File: config.mk
export PLATFORM = sky130hd
export DESIGN_NAME = mem_wb_reg
export DESIGN_NICKNAME = d
export VERILOG_FILES = /design/src/rtl/mem_wb_reg.sv
export SDC_FILE = /design/constraint.sdc
export NUM_CORES = 1
export LEC_CHECK = 0
export BUFFER_PORTS_ARGS = -buffer_cell sky130_fd_sc_hd__buf_4
export CORE_ASPECT_RATIO = 0.9
export CORE_MARGIN = 5
export CORE_UTILIZATION = 39
export CTS_CLUSTER_SIZE = 14
export DETAILED_ROUTE_END_ITERATION = 8
export PLACE_DENSITY_LB_ADDON = 0.05
export SYNTH_ARGS = -nofsm -noshare
export SYNTH_HDL_FRONTEND = slang
export SYNTH_SLANG_ARGS = --single-unit
File: constraint.sdc
create_clock -name CLK -period 1.4 [get_ports CLK]
set_clock_uncertainty 0.05 [all_clocks]
set_input_delay 0.14 -clock CLK [delete_from_list [all_inputs] [get_ports CLK]]
set_output_delay 0.14 -clock CLK [all_outputs]
set_load 0.01 [all_outputs]
File: src/rtl/mem_wb_reg.sv
`default_nettype none
// +----------------------------------------------------------------------------+
// | mem_wb_reg : MEM/WB pipeline register; resolves write-back destination     |
// |              and data, and buffers a load that completes during a stall.   |
// |              Optional tracker registers enabled by MEM_WB_TRACKER_EN.      |
// | Revision   : 1.0                                                           |
// +----------------------------------------------------------------------------+

package cpu_types_pkg;
  typedef logic [31:0] word_t;
  typedef logic [4:0]  regbits_t;

  typedef enum logic [1:0] {
    SEL_RD = 2'd0,
    SEL_RT = 2'd1,
    SEL_31 = 2'd2
  } reg_dest_mux_selection;

  typedef enum logic [1:0] {
    SEL_RESULT = 2'd0,
    SEL_DLOAD  = 2'd1,
    SEL_NPC    = 2'd2
  } mem_to_reg_mux_selection;
endpackage

module mem_wb_reg
  import cpu_types_pkg::*;
(
  input  logic                    CLK,
  input  logic                    nRST,
  input  logic                    enable_MEM_WB,
  input  logic                    flush_MEM_WB,
  input  logic                    dhit,
  input  word_t                   dmemload,
  input  logic                    dmemREN_EX_MEM,
  input  logic                    dmemWEN_EX_MEM,
  input  logic                    WEN_EX_MEM,
  input  reg_dest_mux_selection   reg_dest_EX_MEM,
  input  regbits_t                Rt_EX_MEM,
  input  regbits_t                Rd_EX_MEM,
  input  mem_to_reg_mux_selection mem_to_reg_EX_MEM,
  input  word_t                   result_EX_MEM,
  input  word_t                   next_imemaddr_EX_MEM,
  input  logic                    halt_EX_MEM,
  input  word_t                   imemaddr_EX_MEM,
  input  word_t                   instruction_EX_MEM,
  output logic                    WEN_MEM_WB,
  output regbits_t                wsel_MEM_WB,
  output word_t                   wdat_MEM_WB,
  output logic                    halt_MEM_WB,
  output logic                    mem_stall,
  output word_t                   imemaddr_MEM_WB,
  output word_t                   instruction_MEM_WB
);

  localparam logic [0:0] IDLE = 1'b0;
  localparam logic [0:0] HOLD = 1'b1;

  logic [0:0] r_state;
  logic [0:0] w_state_next;
  word_t      r_load_buf;
  word_t      w_load_data;
  regbits_t   w_wsel;
  word_t      w_wdat;
  logic       w_capture;
  logic       w_latch;

  // A load finishing while the stage is frozen must be kept, because EX/MEM
  // drops its request as soon as dhit is seen.
  assign w_capture = (r_state == IDLE) & dhit & dmemREN_EX_MEM &
                     ~enable_MEM_WB & ~flush_MEM_WB;
  assign w_latch   = enable_MEM_WB & ~flush_MEM_WB;

  always_ff @(posedge CLK or negedge nRST) begin
    if (!nRST) begin
      r_state <= IDLE;
    end else begin
      r_state <= w_state_next;
    end
  end

  always_comb begin
    w_state_next = r_state;
    if (flush_MEM_WB) begin
      w_state_next = IDLE;
    end else begin
      case (r_state)
        IDLE:    if (w_capture) w_state_next = HOLD;
        HOLD:    if (enable_MEM_WB) w_state_next = IDLE;
        default: w_state_next = IDLE;
      endcase
    end
  end

  always_comb begin
    mem_stall   = (dmemREN_EX_MEM | dmemWEN_EX_MEM) & ~dhit & (r_state == IDLE);
    w_load_data = (r_state == HOLD) ? r_load_buf : dmemload;
  end

  always_comb begin
    w_wsel = Rd_EX_MEM;
    case (reg_dest_EX_MEM)
      SEL_RD:  w_wsel = Rd_EX_MEM;
      SEL_RT:  w_wsel = Rt_EX_MEM;
      SEL_31:  w_wsel = 5'd31;
      default: w_wsel = Rd_EX_MEM;
    endcase
  end

  always_comb begin
    w_wdat = result_EX_MEM;
    case (mem_to_reg_EX_MEM)
      SEL_RESULT: w_wdat = result_EX_MEM;
      SEL_DLOAD:  w_wdat = w_load_data;
      SEL_NPC:    w_wdat = next_imemaddr_EX_MEM;
      default:    w_wdat = result_EX_MEM;
    endcase
  end

  always_ff @(posedge CLK or negedge nRST) begin
    if (!nRST) begin
      r_load_buf <= '0;
    end else if (flush_MEM_WB) begin
      r_load_buf <= '0;
    end else if (w_capture) begin
      r_load_buf <= dmemload;
    end
  end

  always_ff @(posedge CLK or negedge nRST) begin
    if (!nRST) begin
      WEN_MEM_WB  <= 1'b0;
      wsel_MEM_WB <= '0;
      wdat_MEM_WB <= '0;
    end else if (flush_MEM_WB) begin
      WEN_MEM_WB  <= 1'b0;
      wsel_MEM_WB <= '0;
      wdat_MEM_WB <= '0;
    end else if (enable_MEM_WB) begin
      WEN_MEM_WB  <= WEN_EX_MEM;
      wsel_MEM_WB <= w_wsel;
      wdat_MEM_WB <= w_wdat;
    end
  end

  // Halt is sticky: only reset clears it, a bubble never does.
  always_ff @(posedge CLK or negedge nRST) begin
    if (!nRST) begin
      halt_MEM_WB <= 1'b0;
    end else if (w_latch && halt_EX_MEM) begin
      halt_MEM_WB <= 1'b1;
    end
  end

`ifdef MEM_WB_TRACKER_EN
  always_ff @(posedge CLK or negedge nRST) begin
    if (!nRST) begin
      imemaddr_MEM_WB    <= '0;
      instruction_MEM_WB <= '0;
    end else if (flush_MEM_WB) begin
      imemaddr_MEM_WB    <= '0;
      instruction_MEM_WB <= '0;
    end else if (enable_MEM_WB) begin
      imemaddr_MEM_WB    <= imemaddr_EX_MEM;
      instruction_MEM_WB <= instruction_EX_MEM;
    end
  end
`else
  logic w_unused_trk;
  assign w_unused_trk       = ^{imemaddr_EX_MEM, instruction_EX_MEM};
  assign imemaddr_MEM_WB    = '0;
  assign instruction_MEM_WB = '0;
`endif

endmodule

`default_nettype wire
=== Word level (Yosys, flattened, before mapping) ===
Index checks and enable logic that the tools add are counted.

* Bits in registers: 72
* Input port bits: 183
* Output and inout port bits: 104
* Logic and storage cells: 40

* Equality and inequality tests: 4
* Mux-type cells: 15
* Bitwise operators: 12
* Reductions and logical operators: 3

{| class="wikitable"
|+ Operator list
! kind !! number
|-
| 32-bit 2-to-1 mux || 5
|-
| 32-bit one-hot mux with 2 select lines || 1
|-
| 5-bit 2-to-1 mux || 2
|-
| 5-bit one-hot mux with 2 select lines || 1
|-
| 1-bit AND || 7
|-
| 1-bit 2-to-1 mux || 5
|-
| 2-bit by 1-bit == test with 1-bit output (second input constant) || 2
|-
| 2-bit == test (second input constant) || 2
|-
| 1-bit inverter || 4
|-
| 2-bit nonzero test || 2
|-
| 1-bit one-hot mux with 2 select lines || 1
|-
| 1-bit logical AND || 1
|-
| 1-bit bitwise OR || 1
|}

=== Longest topological paths before layout ===
Gate-level depths: netlist of run 1.

* Depth after elaboration: 8
* Depth in mapped cells: 7
* Depth with buffers taken out: 5

=== Least setup slack after synthesis of run 1 ===
No wires, ideal clock.

* Kind: reg2reg
* Start: reg r_state
* End: reg r_load_buf[0]
* Setup time: 0.121 ns
* Arrival time: 1.232 ns
* Required time: 1.229 ns
* Slack: -0.003 ns
* Cell stages (with the launch flop): 6
* Buffers on the path: 2
* Period minus slack after synthesis: 1.403 ns
* Path through: dfrtp_1 > buf_6 > nor4bb_4 > nor2_1 > buf_2 > a22o_1

* Longest elaborated chain between the ends: 6

{| class="wikitable"
|+ RTL lines
! element !! RTL line !! text
|-
| from (decl) || 59 || <nowiki>logic [0:0] r_state;</nowiki>
|-
| from (signal assigned) || 78 || <nowiki>r_state <= w_state_next;</nowiki>
|-
| 1-bit inverter || n/a ||
|-
| 1-bit AND (3 in series) || 70 || <nowiki>assign w_capture = (r_state == IDLE) & dhit & dmemREN_EX_MEM &</nowiki>
|-
| 1-bit AND || 71 || <nowiki>~enable_MEM_WB & ~flush_MEM_WB;</nowiki>
|-
| 2-bit nonzero test (no source line) || n/a ||
|-
| to (signal assigned) || 126 || <nowiki>r_load_buf <= dmemload;</nowiki>
|-
| to (decl) || 61 || <nowiki>word_t r_load_buf;</nowiki>
|}

Every way passes these cells.
A chain may end at the register's enable or synchronous reset.

=== Worst setup path after layout of run 1 ===
* Start: reg r_state
* End: reg r_load_buf[17]

Same word-level chain as after synthesis.

==> tab_implementation.tex, run 1 <==
\begin{tabular}{lr}
\hline
Metric & Value \\
\hline
\multicolumn{2}{l}{\textbf{Layout}} \\
\quad Share of cells above drive strength 1 & 0.444 \\
\quad Area grow syn2layout & 44.0\% \\
\quad Filler Cells Inserted & approximately 1000 \\
\quad ANT cells & 0 \\
\quad Final net count & 792 \\
\multicolumn{2}{l}{\textbf{Placed design}} \\
\quad Final GP Congestion & 0.756 \\
\quad Dpl hpwl & between 8000 and 9000 um \\
\quad Count of buffers inserted at the top-level ports & 158 \\
\multicolumn{2}{l}{\textbf{Logic synthesis}} \\
\quad Average instance area after synthesis & 10.9 sq um \\
\quad Top-area cell type share of the netlist area & 0.406 \\
\quad Biggest area contributors in the synthesized netlist & dfrtp\_1, buf\_4, a221oi\_2 \\
\quad Count of unique library cells instantiated by Yosys & 29 \\
\quad Synth warn & 0 \\
\quad Netlist Area Pre-Place & about 4400 sq um \\
\quad Flops \& latches, synth & slightly above 70 \\
\quad Yosys top cell by area & dfrtp\_1 \\
\quad Syn Inst Count & slightly above 400 \\
\quad Fraction of the yosys area taken by sequential cells & 0.406 \\
\multicolumn{2}{l}{\textbf{Power and ir drop}} \\
\quad Clk network pwr share & 0.360 \\
\quad Net switching component of the power & roughly 1.6 mW \\
\quad Sequential group share of total power & 0.393 \\
\quad Leakage power of the design & 3.12 nW \\
\quad Combinational Power Share & 0.247 \\
\quad Total power after layout & roughly 5.8 mW \\
\quad Power density over the cells & 899 nW/um\^{}2 \\
\quad Max rail drop VDD & approximately 600 uV \\
\quad Internal power consumption & 4.12 mW \\
\quad Switching portion of total power & 0.284 \\
\multicolumn{2}{l}{\textbf{Timing}} \\
\quad Final max-slew violation count & 0 \\
\quad Final setup vio count & 62 \\
\quad Achievable frequency & $\sim$650 MHz \\
\quad Transition time of the tightest slew-check pin & about 650 ps \\
\quad TNS Setup & -5190 ps \\
\quad Fraction of the cycle the final worst path needs & 1.10 \\
\quad RSZ-0062 raised after global routing & yes \\
\quad Setup ws final & -145 ps \\
\quad Final Hold Viols & 0 \\
\quad Min cycle time layout & roughly 1500 ps \\
\quad Max-slew headroom at the worst pin & 0.564 \\
\multicolumn{2}{l}{\textbf{Route}} \\
\quad Amount of wire on met2 after detailed routing & 6260 um \\
\quad DRT antenna net count & 0 \\
\quad Met1 routed wirelength after detailed routing & between 5000 and 6000 um \\
\quad DR vias/cell & 4.80 \\
\quad Iteration-0 DRC count of the detailed router & between 100 and 150 \\
\quad Number of vias after detailed routing & $\sim$3700 \\
\quad DRC violation count after routing & 0 \\
\quad Number of detailed-routing iterations run before antenna repair & 4 \\
\quad Final wirelength & between 10000 and 15000 um \\
\quad Top Layer Used & met4 \\
\quad Amount of wire on met3 after detailed routing & between 1000 and 1500 um \\
\quad Average wire length per cell after detail routing & $\sim$17 um \\
\multicolumn{2}{l}{\textbf{Clock network}} \\
\quad Maximum level of the CTS H-tree & 3 \\
\quad Source-to-sink clock delay at the later pin of the worst-skew pair & $\sim$330 ps \\
\quad Number of sinks driven by the clock tree & 72 \\
\quad Clock-pin transition on the worst setup and hold timing paths & about 60 ps \\
\quad Clock tree from TritonCTS & done \\
\quad Maximum count of clock buffers along a single path & 2 \\
\quad CTS Root Cell & clkbuf\_16 \\
\quad Inserted Clock Buffers & 9 \\
\multicolumn{2}{l}{\textbf{GRT}} \\
\quad Vias in the first global route & about 3900 \\
\quad Wire length of the first global-routing pass & around 20000 um \\
\quad Global router's overall resource usage & 0.184 \\
\quad Total congestion overflow after global routing & 0 \\
\quad Antenna violations before repair & 0 \\
\quad Maximum number of pins on one net before global-route repair & 46 \\
\multicolumn{2}{l}{\textbf{Floorplan}} \\
\quad Initial core utilization & 0.393 \\
\quad Die height & between 100 and 150 um \\
\quad Core Region & roughly 11000 sq um \\
\quad I/O pin count & around 290 \\
\quad Total die area & 13600 sq um \\
\quad Chip Width & between 100 and 150 um \\
\quad Number of core rows & 37 \\
\multicolumn{2}{l}{\textbf{Critical path}} \\
\quad Critical Path AT & $\sim$1700 ps \\
\quad Data required time at the worst endpoint & between 1500 and 2000 ps \\
\quad Element type at the critical path start & flip-flop \\
\quad Crit path capture type & flip-flop \\
\quad Max FO, Critical Path & 8 \\
\quad Critical path class & reg2reg \\
\multicolumn{2}{l}{\textbf{Hold path}} \\
\quad Worst hold-check path type & in2reg \\
\multicolumn{2}{l}{\textbf{Run}} \\
\quad Max-capacitance violation count & 0 \\
\multicolumn{2}{l}{\textbf{Status}} \\
\quad Violated checks & setup timing \\
\quad Run status & complete, but fails checks \\
\hline
\end{tabular}
==> cells in the final DEF (no fill, tap or decap), drive strengths merged, types with 10 or more instances in the layout <==
| master | n |
|---|---|
| buf | 181 |
| dfrtp | 72 |
| o21ai | 64 |
| conb | 64 |
| dlygate4sd3 | 35 |
| a22o | 32 |
| nand2 | 32 |
| a221oi | 32 |
| mux2 | 32 |
| clkbuf | 11 |
| nand2b | 10 |
==> what timing repair did <==
action,CTS,global route
resized for setup,11,10
gates cloned,1,3
hold buffers,35,0
setup endpoints to repair,64,62
pin swaps,2,23
buffers inserted,4,1
hold endpoints to repair,106,0
==> synth_stat cells <==
master and number:
buf_2 7, a21o_1 1, o21ai_1 64, nor2_1 3
a221oi_2 28, inv_1 4, a22o_1 32, mux2_4 28
buf_4 65, conb_1 1, ha_1 4, nand2b_1 10
clkbuf_1 11, nor2_2 1, mux2_1 4, mux2i_1 1
a221oi_1 4, nor4bb_4 1, nor3_1 2, buf_6 8
a211o_1 5, nand3_1 5, inv_2 1, dfrtp_1 72
and2b_1 1, buf_1 6, and4b_1 1, a21oi_1 6
nand2_1 32
==> power groups by stage <==
stage          Sequential [mW]  Clock (mW)  Combinational, mW
6_report                  2.26        2.07               1.42
5_1_grt                   2.28        2.20               1.55
4_1_cts                   2.26        2.13               1.41
3_5_place_dp              2.30           0               1.29
3_3_place_gp              2.30           0               1.28
2_1_floorplan             2.33           0              0.756
==> registers in the layout (all words and copies together) (netlist names) <==
signal and cells:
wsel_MEM_WB 5, halt_MEM_WB 1, r_state 1, WEN_MEM_WB 1, r_load_buf 32, wdat_MEM_WB 32
==> final timing paths <==
path,startpoint,end,slack [ps],depth (start not counted)
max in group asynchronous,nRST,r_state$_DFF_PN0_,650,3
worst min register to register,halt_MEM_WB$_DFFE_PN0P_,halt_MEM_WB$_DFFE_PN0P_,410,1
worst max register to register,r_state$_DFF_PN0_,r_load_buf[17]$_DFFE_PN0P_,-150,5
min in group asynchronous,nRST,wsel_MEM_WB[0]$_DFFE_PN0P_,280,3
worst min-delay path,dmemload[8],r_load_buf[8]$_DFFE_PN0P_,20,2
worst max-delay path,r_state$_DFF_PN0_,r_load_buf[17]$_DFFE_PN0P_,-150,5
==> critical path, cell delays in order (launching register included) <==
cell	delay, ps
dfrtp_2	430
buf_6	140
nor4bb_4	280
buf_4	200
nor2_4	80
a22o_1	250
==> final cells by class <==
type,count,area (sq um),share of cell area
clock buffers,10,229,0.0358
clock inverters,6,36.3,0.00567
inverters,5,18.8,0.00293
multi-input cells,300,2270,0.356
flip-flops and latches,72,1800,0.282
well taps,156,195,0.0305
repair buffers,217,1840,0.288
==> cells by family after synthesis <==
family	Yosys count	share of synthesized area
buffers and inverters	102	0.157
flip-flops	72	0.406
multiplexers	33	0.107
AND/OR/NAND/NOR	56	0.0625
adder cells (fa/ha/maj)	4	0.0113
other	1	0.000844
AO/OA/AOI/OAI	140	0.256
==> metal layers <==
layer | vias to the layer above | track usage
met5 | - | 0
met4 | 0 | 0.0396
met3 | 9 | 0.0485
met2 | 148 | 0.299
met1 | 1760 | 0.247
li1 | 1760 | -
==> through the flow <==
stage	utilization	hold WS (ps)	cell area [sq um]	cells	setup slack, ps
after floorplan	-	-206	4680	471	-2.76
after global routing	0.566	7.67	6400	766	-182
after detailed placement	0.498	97.3	5630	707	-194
after global placement	0.498	99.2	5630	707	-119
final	0.566	18.6	6400	766	-145
after CTS	0.560	10.4	6330	763	-116
Power figures use the tool's default switching activity.
==> run 2, diff against run 1 <==
--- a/config.mk
+++ b/config.mk
@@ -5,10 +5,11 @@
 export SDC_FILE = /design/constraint.sdc
 export NUM_CORES = 1
 export LEC_CHECK = 0
+export ABC_AREA = 1
 export BUFFER_PORTS_ARGS = -buffer_cell sky130_fd_sc_hd__buf_4
 export CORE_ASPECT_RATIO = 0.9
 export CORE_MARGIN = 5
-export CORE_UTILIZATION = 39
+export CORE_UTILIZATION = 40
 export CTS_CLUSTER_SIZE = 14
 export DETAILED_ROUTE_END_ITERATION = 8
 export PLACE_DENSITY_LB_ADDON = 0.05
==> tab_implementation.tex, run 2 <==
\begin{tabular}{lr}
\hline
Metric & Value \\
\hline
\multicolumn{2}{l}{\textbf{Status}} \\
\quad Run status & completed \\
\multicolumn{2}{l}{\textbf{Critical path}} \\
\quad Worst setup slack for register-to-register paths & 80 ps (+230 ps) \\
\quad Path depth of the worst reg2reg path & 8 (+3) \\
\quad Element type at the critical path start & flip-flop \\
\quad Critical Path AT & 1160 ps (-550 ps) \\
\quad Data required time at the worst endpoint & 1210 ps (-350 ps) \\
\quad Endpoint of the most critical register-to-register path & wdat\_MEM\_WB[15]\$\_DFFE\_PN0P\_ \\
\quad Reg-to-reg startpoint & r\_state\$\_DFF\_PN0\_ \\
\quad Max FO, Critical Path & 2 (-6) \\
\quad Crit path capture type & primary output \\
\quad Critical path class & reg2out \\
\multicolumn{2}{l}{\textbf{Route}} \\
\quad DRC violation count after routing & 0 (unchanged) \\
\quad Average wire length per cell after detail routing & 13.3 um (-21\%) \\
\quad DR vias/cell & 4.52 (-5.8\%) \\
\quad Number of vias after detailed routing & 4699 (+28\%) \\
\quad Final wirelength & 13900 um (+6.9\%) \\
\quad Number of detailed-routing iterations run before antenna repair & 4 (unchanged) \\
\quad DRT antenna net count & 0 (unchanged) \\
\quad Iteration-0 DRC count of the detailed router & 264 (+96\%) \\
\multicolumn{2}{l}{\textbf{Floorplan}} \\
\quad I/O pin count & 287 (unchanged) \\
\quad Chip Width & 125 um (+1.9\%) \\
\quad Initial core utilization & 0.412 (+0.0187) \\
\quad Number of core rows & 37 (unchanged) \\
\quad Total die area & 14200 sq um (+3.9\%) \\
\quad Core Region & 11500 sq um (+2.0\%) \\
\quad Die height & 113 um (+1.9\%) \\
\multicolumn{2}{l}{\textbf{Clock network}} \\
\quad CTS Root Cell & clkbuf\_16 \\
\quad Maximum count of clock buffers along a single path & 2 (unchanged) \\
\quad Maximum level of the CTS H-tree & 3 (unchanged) \\
\quad Inserted Clock Buffers & 9 (unchanged) \\
\quad Number of sinks driven by the clock tree & 72 (unchanged) \\
\quad Clock tree from TritonCTS & done \\
\quad Clock-pin transition on the worst setup and hold timing paths & 60 ps (about the same) \\
\quad Source-to-sink clock delay at the later pin of the worst-skew pair & 330 ps (about the same) \\
\multicolumn{2}{l}{\textbf{Logic synthesis}} \\
\quad Count of unique library cells instantiated by Yosys & 20 (-31\%) \\
\quad Synthesized-area fraction occupied by xor and xnor cells & 0 (unchanged) \\
\quad Simple logic cell fraction of the synthesized area & 0.300 (+0.238) \\
\quad Flops \& latches, synth & 72 (unchanged) \\
\quad Synth warn & 0 (unchanged) \\
\quad Number of enable-type register cells in the synthesized netlist & 0 (unchanged) \\
\quad Biggest area contributors in the synthesized netlist & dfrtp\_1, nand2\_1, buf\_4 \\
\quad Most common cell in the synthesized netlist & nand2\_1 \\
\quad Average instance area after synthesis & 6.71 sq um (-38\%) \\
\quad Asr flop ratio synth & 1.00 (unchanged) \\
\quad Top-area cell type share of the netlist area & 0.379 (-0.0262) \\
\quad Dominant synthesized flop cell & dfrtp\_1 \\
\quad Fraction of the yosys area taken by sequential cells & 0.379 (-0.0262) \\
\quad Fraction of the mapped netlist area in compound gates & 0.0817 (-0.174) \\
\quad Post-synthesis adder-cell area fraction & 0.0105 (-0.000727) \\
\quad Yosys top cell by area & dfrtp\_1 \\
\quad Syn Inst Count & 708 (+74\%) \\
\quad Netlist Area Pre-Place & 4750 sq um (+6.9\%) \\
\quad Most used standard cells in the synthesized netlist & nand2\_1, inv\_1, nand3\_1, dfrtp\_1, a21oi\_1 \\
\quad Dominant combinational cell family by area after synthesis & simple AND/OR/NAND/NOR gates \\
\quad Mux contribution to synthesized area & 0 (-0.107) \\
\multicolumn{2}{l}{\textbf{Layout}} \\
\quad Share of cells above drive strength 1 & 0.230 (-0.214) \\
\quad Final non-filler cell total & 1039 (+36\%) \\
\quad Final net count & 1065 (+34\%) \\
\quad ANT cells & 0 (unchanged) \\
\quad Regs by FF count & r\_load\_buf: 32 flops, wdat\_MEM\_WB: 32 flops, wsel\_MEM\_WB: 5 flops \\
\quad FF/Latch Area & 1800 sq um (unchanged) \\
\quad Commonest non-fill, non-tap cells in the layout & nand2\_1, buf\_4, inv\_1, nand3\_1, dfrtp\_1 \\
\quad Filler Cells Inserted & 1147 (+9.9\%) \\
\quad Area grow syn2layout & 37.4\% \\
\quad Final non-filler cell area & 6520 sq um (+2.0\%) \\
\quad Footprint of the multi-input gates & 2130 sq um (-6.4\%) \\
\quad Leading cell type in the layout, fill and taps excluded & nand2\_1 \\
\multicolumn{2}{l}{\textbf{GRT}} \\
\quad Vias in the first global route & 4644 (+20\%) \\
\quad Maximum number of pins on one net before global-route repair & 73 (+59\%) \\
\quad Global router's overall resource usage & 0.192 (+0.00788) \\
\quad Wire length of the first global-routing pass & 22700 um (+13\%) \\
\quad Total congestion overflow after global routing & 0 (unchanged) \\
\quad Antenna violations before repair & 0 (unchanged) \\
\multicolumn{2}{l}{\textbf{Placed design}} \\
\quad Final GP Congestion & 0.784 (+3.7\%) \\
\quad Number of placed instances, taps included & 1001 (+42\%) \\
\quad Count of buffers inserted at the top-level ports & 158 (unchanged) \\
\quad Placed inst area & 5960 sq um (+5.8\%) \\
\quad Dpl hpwl & 9680 um (+9.0\%) \\
\multicolumn{2}{l}{\textbf{Timing}} \\
\quad Transition time of the tightest slew-check pin & 734 ps (+81.4 ps) \\
\quad RSZ-0062 raised after global routing & yes \\
\quad Final Hold Viols & 0 (unchanged) \\
\quad Max-slew headroom at the worst pin & 0.511 (-0.0536) \\
\quad Minimum hold slack & 5.92 ps (-12.7 ps) \\
\quad Min cycle time layout & 1350 ps (-199 ps) \\
\quad Final max-slew violation count & 0 (unchanged) \\
\quad Fraction of the cycle the final worst path needs & 0.962 (-0.142) \\
\quad TNS Setup & 0 ps (+5190 ps) \\
\quad Final setup vio count & 0 (-100\%) \\
\quad Achievable frequency & 743 MHz (+15\%) \\
\multicolumn{2}{l}{\textbf{Hold path}} \\
\quad Worst hold-check path type & in2reg \\
\quad Cell depth of the worst min-delay path & 3 (+1) \\
\quad Hold Path End & r\_load\_buf[25]\$\_DFFE\_PN0P\_ \\
\quad Startpoint of the worst hold path & dmemload[25] \\
\multicolumn{2}{l}{\textbf{Power and ir drop}} \\
\quad Power density over the cells & 929 nW/um\^{}2 (+3.3\%) \\
\quad Max rail drop VDD & 574 uV (-3.9\%) \\
\quad Leakage power of the design & 3.80 nW (+22\%) \\
\quad Total power after layout & 6.06 mW (+5.3\%) \\
\multicolumn{2}{l}{\textbf{Run}} \\
\quad Max-capacitance violation count & 0 (unchanged) \\
\hline
\end{tabular}
-- run 2: routing by layer --
metal  GRT usage  wire, um  vias to the layer above
li1            -         -                     2382
met1       0.254      6050                     2138
met2       0.318      6540                      175
met3      0.0604      1210                        4
met4      0.0303        60                        0
met5           0         0                        -
-- run 2: final cells by class --
| type | instances | share of cell area |
|---|---|---|
| multi-input combinational | 489 | 0.326 |
| sequential | 72 | 0.276 |
| timing repair buffer | 200 | 0.258 |
| inverter | 106 | 0.0610 |
| clock buffer | 13 | 0.0384 |
| tap | 156 | 0.0299 |
| clock inverter | 3 | 0.00998 |
-- run 2: kinds of logic (layout without fill, tap and decap cells) --
group,count (synthesis),after routing
simple gates,345,345
buf+inv,210,322
compound gates,76,76
flops,72,72
fa+ha+maj,4,4
other cells,1,64
-- run 2: report_power, final --
group | total, mW | internal (mW) | switching, mW
logic | 1.33 | 0.619 | 0.715
registers | 2.27 | 2.20 | 0.0670
clock network | 2.46 | 1.61 | 0.852
-- run 2: worst max-delay path, stage by stage, from the launching register on --
cell     delay, ps
dfrtp_2        420
buf_8          130
nor3_4         160
buf_6          120
-- run 2: timing repair --
item,4_1_cts,5_1_grt
endpoints found under the hold margin,90,1
setup buffers,2,0
pin swaps,0,1
hold buffers,19,1
setup endpoints to repair,1,17
cloned,0,0
gates resized for setup,4,5
-- run 2: how the worst max path moves through the flow --
stage	startpoint	endpoint	slack (ps)	depth (start not counted)
floorplan	mem_to_reg_EX_MEM[0]	wdat_MEM_WB[30]$_DFFE_PN0P_	180	7
global placement	mem_to_reg_EX_MEM[0]	wdat_MEM_WB[22]$_DFFE_PN0P_	-20	7
detailed placement	mem_to_reg_EX_MEM[0]	wdat_MEM_WB[0]$_DFFE_PN0P_	-90	7
CTS	r_state$_DFF_PN0_	wdat_MEM_WB[16]$_DFFE_PN0P_	10	8
global route	r_state$_DFF_PN0_	wdat_MEM_WB[12]$_DFFE_PN0P_	-10	8
finish	r_state$_DFF_PN0_	mem_stall	50	3
-- run 2: per-stage QoR --
| stage | util | setup WS [ps] |
|---|---|---|
| CTS | 0.563 | 13.5 |
| finish | 0.566 | 53.5 |
| detailed placement | 0.517 | -87.8 |
| floorplan | - | 177 |
| global placement | 0.517 | -19.0 |
| global route | 0.566 | -10.2 |
